### src/rtl/debounce_pkg.sv
// debounce_pkg: shared helpers for the debounce block.
//   cnt_width(cnt_max) - bit width needed for a counter holding 0..cnt_max.
package debounce_pkg;

  function automatic int cnt_width(input int cnt_max);
    return (cnt_max < 1) ? 1 : $clog2(cnt_max + 1);
  endfunction

endpackage

### src/rtl/debounce_ch.sv
// debounce_ch: one debounce channel.
// Two-flop synchroniser, stability counter, four-state filter FSM and
// registered one-cycle edge pulses.
// Ports:
//   clk    - clock, rising edge
//   rst_n  - asynchronous active-low reset
//   din    - raw asynchronous input
//   dout   - debounced level (registered)
//   rise   - one-cycle pulse on accepted 0->1 (registered)
//   fall   - one-cycle pulse on accepted 1->0 (registered)
module debounce_ch
  import debounce_pkg::*;
#(
  parameter int CNT_MAX = 1000
) (
  input  logic clk,
  input  logic rst_n,
  input  logic din,
  output logic dout,
  output logic rise,
  output logic fall
);

  localparam int CW = cnt_width(CNT_MAX);
  localparam logic [CW-1:0] CntLast = CW'(CNT_MAX - 1);

  typedef enum logic [1:0] {
    SLow      = 2'd0,
    SRisePend = 2'd1,
    SHigh     = 2'd2,
    SFallPend = 2'd3
  } state_e;

  logic          sync1_q, s_q;
  state_e        state_q, state_d;
  logic [CW-1:0] cnt_q, cnt_d;
  logic          dout_q, dout_d;
  logic          rise_q, rise_d;
  logic          fall_q, fall_d;

  always_ff @(posedge clk or negedge rst_n) begin
    if (!rst_n) begin
      sync1_q <= 1'b0;
      s_q     <= 1'b0;
      state_q <= SLow;
      cnt_q   <= '0;
      dout_q  <= 1'b0;
      rise_q  <= 1'b0;
      fall_q  <= 1'b0;
    end else begin
      sync1_q <= din;
      s_q     <= sync1_q;
      state_q <= state_d;
      cnt_q   <= cnt_d;
      dout_q  <= dout_d;
      rise_q  <= rise_d;
      fall_q  <= fall_d;
    end
  end

  always_comb begin
    state_d = state_q;
    cnt_d   = cnt_q;
    dout_d  = dout_q;
    rise_d  = 1'b0;
    fall_d  = 1'b0;
    unique case (state_q)
      SLow: begin
        if (s_q) begin
          if (CNT_MAX == 1) begin
            // A single stable cycle is enough: accept immediately.
            state_d = SHigh;
            dout_d  = 1'b1;
            rise_d  = 1'b1;
            cnt_d   = '0;
          end else begin
            state_d = SRisePend;
            cnt_d   = CW'(1);
          end
        end
      end
      SRisePend: begin
        if (!s_q) begin
          state_d = SLow;
          cnt_d   = '0;
        end else if (cnt_q == CntLast) begin
          state_d = SHigh;
          dout_d  = 1'b1;
          rise_d  = 1'b1;
          cnt_d   = '0;
        end else begin
          cnt_d = cnt_q + CW'(1);
        end
      end
      SHigh: begin
        if (!s_q) begin
          if (CNT_MAX == 1) begin
            state_d = SLow;
            dout_d  = 1'b0;
            fall_d  = 1'b1;
            cnt_d   = '0;
          end else begin
            state_d = SFallPend;
            cnt_d   = CW'(1);
          end
        end
      end
      SFallPend: begin
        if (s_q) begin
          state_d = SHigh;
          cnt_d   = '0;
        end else if (cnt_q == CntLast) begin
          state_d = SLow;
          dout_d  = 1'b0;
          fall_d  = 1'b1;
          cnt_d   = '0;
        end else begin
          cnt_d = cnt_q + CW'(1);
        end
      end
      default: begin
        state_d = SLow;
        cnt_d   = '0;
      end
    endcase
  end

  assign dout = dout_q;
  assign rise = rise_q;
  assign fall = fall_q;

endmodule

### src/rtl/debounce.sv
// debounce: multi-channel push-button / switch input conditioner.
// Each bit is synchronised and filtered independently by a debounce_ch.
// Ports:
//   clk    - clock, rising edge
//   rst_n  - asynchronous active-low reset
//   din    - raw asynchronous inputs [WIDTH-1:0]
//   dout   - debounced levels [WIDTH-1:0] (registered)
//   rise   - one-cycle pulse per accepted 0->1 [WIDTH-1:0] (registered)
//   fall   - one-cycle pulse per accepted 1->0 [WIDTH-1:0] (registered)
module debounce #(
  parameter int WIDTH   = 2,
  parameter int CNT_MAX = 1000
) (
  input  logic             clk,
  input  logic             rst_n,
  input  logic [WIDTH-1:0] din,
  output logic [WIDTH-1:0] dout,
  output logic [WIDTH-1:0] rise,
  output logic [WIDTH-1:0] fall
);

  if (WIDTH < 1 || CNT_MAX < 1) begin : g_param_err
    $error("debounce: WIDTH and CNT_MAX must both be >= 1");
  end

  for (genvar i = 0; i < WIDTH; i++) begin : g_ch
    debounce_ch #(
      .CNT_MAX(CNT_MAX)
    ) u_ch (
      .clk  (clk),
      .rst_n(rst_n),
      .din  (din[i]),
      .dout (dout[i]),
      .rise (rise[i]),
      .fall (fall[i])
    );
  end

endmodule
### config.mk
export PLATFORM = sky130hd
export DESIGN_NAME = debounce
export DESIGN_NICKNAME = d
export VERILOG_FILES = /design/src/rtl/debounce_pkg.sv /design/src/rtl/debounce_ch.sv /design/src/rtl/debounce.sv
export SDC_FILE = /design/constraint.sdc
export NUM_CORES = 1
export LEC_CHECK = 0
export ABC_AREA = 1
export ABC_CLOCK_PERIOD_IN_PS = 4400
export BUFFER_PORTS_ARGS = -buffer_cell sky130_fd_sc_hd__buf_4
export CAP_MARGIN = 20
export CELL_PAD_IN_SITES_DETAIL_PLACEMENT = 1
export CELL_PAD_IN_SITES_GLOBAL_PLACEMENT = 1
export CORE_MARGIN = 1
export CORE_UTILIZATION = 29
export DETAILED_ROUTE_END_ITERATION = 10
export PLACE_DENSITY_LB_ADDON = 0.15
export SETUP_SLACK_MARGIN = 0.5
export SYNTH_ARGS = -nofsm -noshare
export SYNTH_HDL_FRONTEND = slang
export SYNTH_SLANG_ARGS = --single-unit
### constraint.sdc
create_clock -name clk -period 4.4 [get_ports clk]
set_clock_uncertainty 0.2 [all_clocks]
set_input_delay 0.22 -clock clk [delete_from_list [all_inputs] [get_ports clk]]
set_output_delay 0.22 -clock clk [all_outputs]
set_load 0.03 [all_outputs]
==> flow_metrics.py <==
metrics = {
    "status": {
        "status": "completed",
    },
    "timing": {
        "worstMarginPinSlew_ns": 0.464,
        "final.setup.tns_ns": 0,
        "max_slew_margin_pct": 69.0,
        "post-route-period-util_pct": 37.7,
        "hold_viol_final": 0,
        "rsz0062_at_grt": "false",
        "fin_crit_ns": 1.66,
        "final-setup-viol-count": 0,
        "fmax_mhz": 604,
        "maxSlewViolCount": 0,
    },
    "layout": {
        "multi_input_area_um2": 788,
        "drive_above_1_share_pct": 24.7,
        "antenna_cells": 0,
        "area_growth_syn_to_layout_pct": 13.1,
        "area.sequential_um2": 851,
        "fill_cells": 729,
        "fin_nets": 232,
    },
    "power_and_ir_drop": {
        "peakVddDrop_uv": 180,
        "switching_share_pct": 29.8,
        "clkPwrFrac_pct": 34.2,
        "p_switching_mw": 0.211,
        "p_int_mw": 0.498,
        "power.density_mw_per_mm2": 347,
        "power_mw": 0.710,
        "seq_power_share_pct": 50.2,
        "p_leak_nw": 0.943,
        "combinationalPowerShare_pct": 15.6,
    },
    "synth": {
        "synthCells": 213,
        "yosys_register_bits": 34,
        "syn-num-nets": 219,
        "yosysWarningCount": 0,
        "ys_types": 30,
        "synth.avg_cell_area_um2": 8.49,
        "synth_area_mm2": 0.00181,
        "ys_seq_area_share_pct": 47.1,
    },
    "cts": {
        "clock_latency_ns": 0.29,
        "root_buffer": "clkbuf_8",
        "cts_tree": "built",
        "post_cts.repair.setup_buffers": 0,
        "clk_pin_slew_ns": 0.08,
        "cts.sinks": 34,
        "clk_path_buf_depth": 2,
        "numCtsBuffers": 5,
        "htree_levels": 2,
    },
    "worst_setup_path": {
        "crit_fanout": 8,
        "worstPathRequired_ns": 4.39,
        "critPathKind": "flip-flop to flip-flop",
        "r2r_slack_ns": 2.74,
        "end_kind": "flip-flop",
        "r2r_start": "g_ch[1].u_ch.cnt_q[0]",
        "critPathLaunchType": "flip-flop",
        "r2r_end": "g_ch[1].u_ch.cnt_q[9]",
        "cp_data_arrival_time_ns": 1.65,
        "ff2ff_path_depth": 8,
    },
    "min_path": {
        "min_delay_worst_endpoint": "g_ch[1].u_ch.s_q",
        "whs_path_depth": 0,
        "worstHoldStart": "g_ch[1].u_ch.sync1_q",
        "hold_path_class": "flip-flop to flip-flop",
    },
    "floorplan": {
        "rows": 28,
        "fp.dieH_um": 81.0,
        "core_mm2": 0.00596,
        "io_pins": 10,
        "die_area_mm2": 0.00655,
        "start_util_pct": 30.4,
        "dieWidth_um": 81.0,
    },
    "route": {
        "num_vias": 1373,
        "vias_per_cell": 4.55,
        "wl_per_cell_um": 12.8,
        "firstDrtPassIters": 4,
        "routed_wl_mm": 3.86,
        "drt_iter0_markers": 29,
        "drc_errors": 0,
        "ant_nets": 0,
    },
    "placed_design": {
        "port_buffers": 9,
        "gp_routability_congestion": 0.730,
        "dp_hpwl_mm": 2.78,
    },
    "global_route": {
        "grt_usage_pct": 13.5,
        "grt_first_pass_wirelength_mm": 6.53,
        "antenna_found_initial": 0,
        "grt-ovfl-total": 0,
        "grt_start_max_net_pins": 35,
        "grt_pass1_vias": 1367,
    },
    "flow_run": {
        "drv_cap": 0,
    },
}
==> registers in the layout, indices dropped and copies added (netlist names), named ones only <==
register	flops
g_ch.u_ch.s_q	2
g_ch.u_ch.fall	2
g_ch.u_ch.rise	2
g_ch.u_ch.sync1_q	2
g_ch.u_ch.dout	2
g_ch.u_ch.cnt_q	20
g_ch.u_ch.state_q	2
==> worst max-delay path, cell delays in order, from the launching register on <==
cell,delay [ns]
dfrtp_1,0.40
ha_1,0.25
nand2_2,0.11
nor2_4,0.14
nand3_1,0.12
nand2_4,0.14
nand2_2,0.07
nand2_1,0.08
nor2_2,0.03
==> routing by layer <==
metal  vias to the layer above  track usage [%]  share of wire (%)
li1                        694                -                  -
met4                         0             4.82                1.6
met1                       655             17.7                 51
met3                         5             4.38                4.0
met5                         -                0                  0
met2                        19             20.8                 44
==> cell usage in the layout (no fill, tap or decap), types with 9 or more instances in the layout <==
cell | synthesis | layout
nand2_1 | 45 | 45
nor2_2 | 10 | 10
nand3_1 | 14 | 14
nor2_1 | 15 | 15
buf_4 | 6 | 9
inv_1 | 23 | 23
nand2_2 | 9 | 9
inv_2 | 10 | 10
dfrtp_1 | 34 | 34
==> through the flow <==
step                instances  utilization (%)  hold slack, ns  instance area [µm²]  setup WS, ns
detailed placement        291             32.3          0.0125                 1920          2.71
floorplan                 213                -          -0.276                 1810          2.93
global route              302             34.3           0.166                 2050          2.60
global placement          291             32.3         0.00600                 1920          2.76
finish                    302             34.3           0.157                 2050          2.74
CTS                       302             34.3           0.161                 2050          2.70
==> logic make-up after synthesis <==
group                      count (synthesis)  share of synthesized area (%)
AOI/OAI and AO/OA                         27                           9.27
xor gates and xnor gates                   5                           2.42
buffers and inverters                     39                           9.34
adders and majority gates                  2                           1.38
DFF                                       34                           47.1
and+or+nand+nor                          106                           30.5
==> synth_stat cells (all sizes together) <==
master  number  area share (%)
nand2       55              13
dfrtp       34              47
inv         33             6.9
nor2        27             7.8
nand3       18             6.5
o21ai       11             3.0
a21oi        6             2.5
buf          6             2.5
o22ai        6             2.1
xor2         4             1.9
nand4        3             1.9
ha           2             1.4
nor3         2            0.83
o21bai       2            0.83
nand3b       1            0.42
o211ai       1            0.42
o21a         1            0.42
xnor2        1            0.48
==> worst max path at each step <==
stage,startpoint,endpoint,slack (ns),cells past startpoint
6_report,g_ch[1].u_ch.cnt_q[0],g_ch[1].u_ch.cnt_q[9],2.74,8
5_1_grt,g_ch[1].u_ch.cnt_q[0],g_ch[1].u_ch.cnt_q[8],2.60,7
4_1_cts,g_ch[1].u_ch.cnt_q[0],g_ch[1].u_ch.cnt_q[9],2.70,8
3_5_place_dp,g_ch[1].u_ch.cnt_q[0],g_ch[1].u_ch.cnt_q[9],2.71,8
3_3_place_gp,g_ch[1].u_ch.cnt_q[0],g_ch[1].u_ch.cnt_q[9],2.76,8
2_1_floorplan,g_ch[1].u_ch.cnt_q[0],g_ch[1].u_ch.cnt_q[9],2.93,8
==> what timing repair did <==
item                       4_1_cts  5_1_grt
hold buffers                     3        0
setup endpoints to repair        0        0
hold endpoints to repair        36        0
resized for setup                0        0
==> power groups by stage <==
stage | combinational [mW] | sequential (mW) | clock [mW]
2_1_floorplan | 0.0820 | 0.357 | 0
3_3_place_gp | 0.109 | 0.361 | 0
3_5_place_dp | 0.112 | 0.363 | 0
4_1_cts | 0.115 | 0.357 | 0.256
5_1_grt | 0.124 | 0.359 | 0.269
6_report | 0.111 | 0.356 | 0.243
==> layout make-up <==
class                      count  share of cell area, %
clock inverter                 1                  0.245
timing repair buffer          12                   4.77
sequential                    34                   41.6
tap                           75                   4.59
multi-input combinational    140                   38.5
inverter                      33                   6.06
clock buffer                   7                   4.22
(Power assumes the default switching activity.)
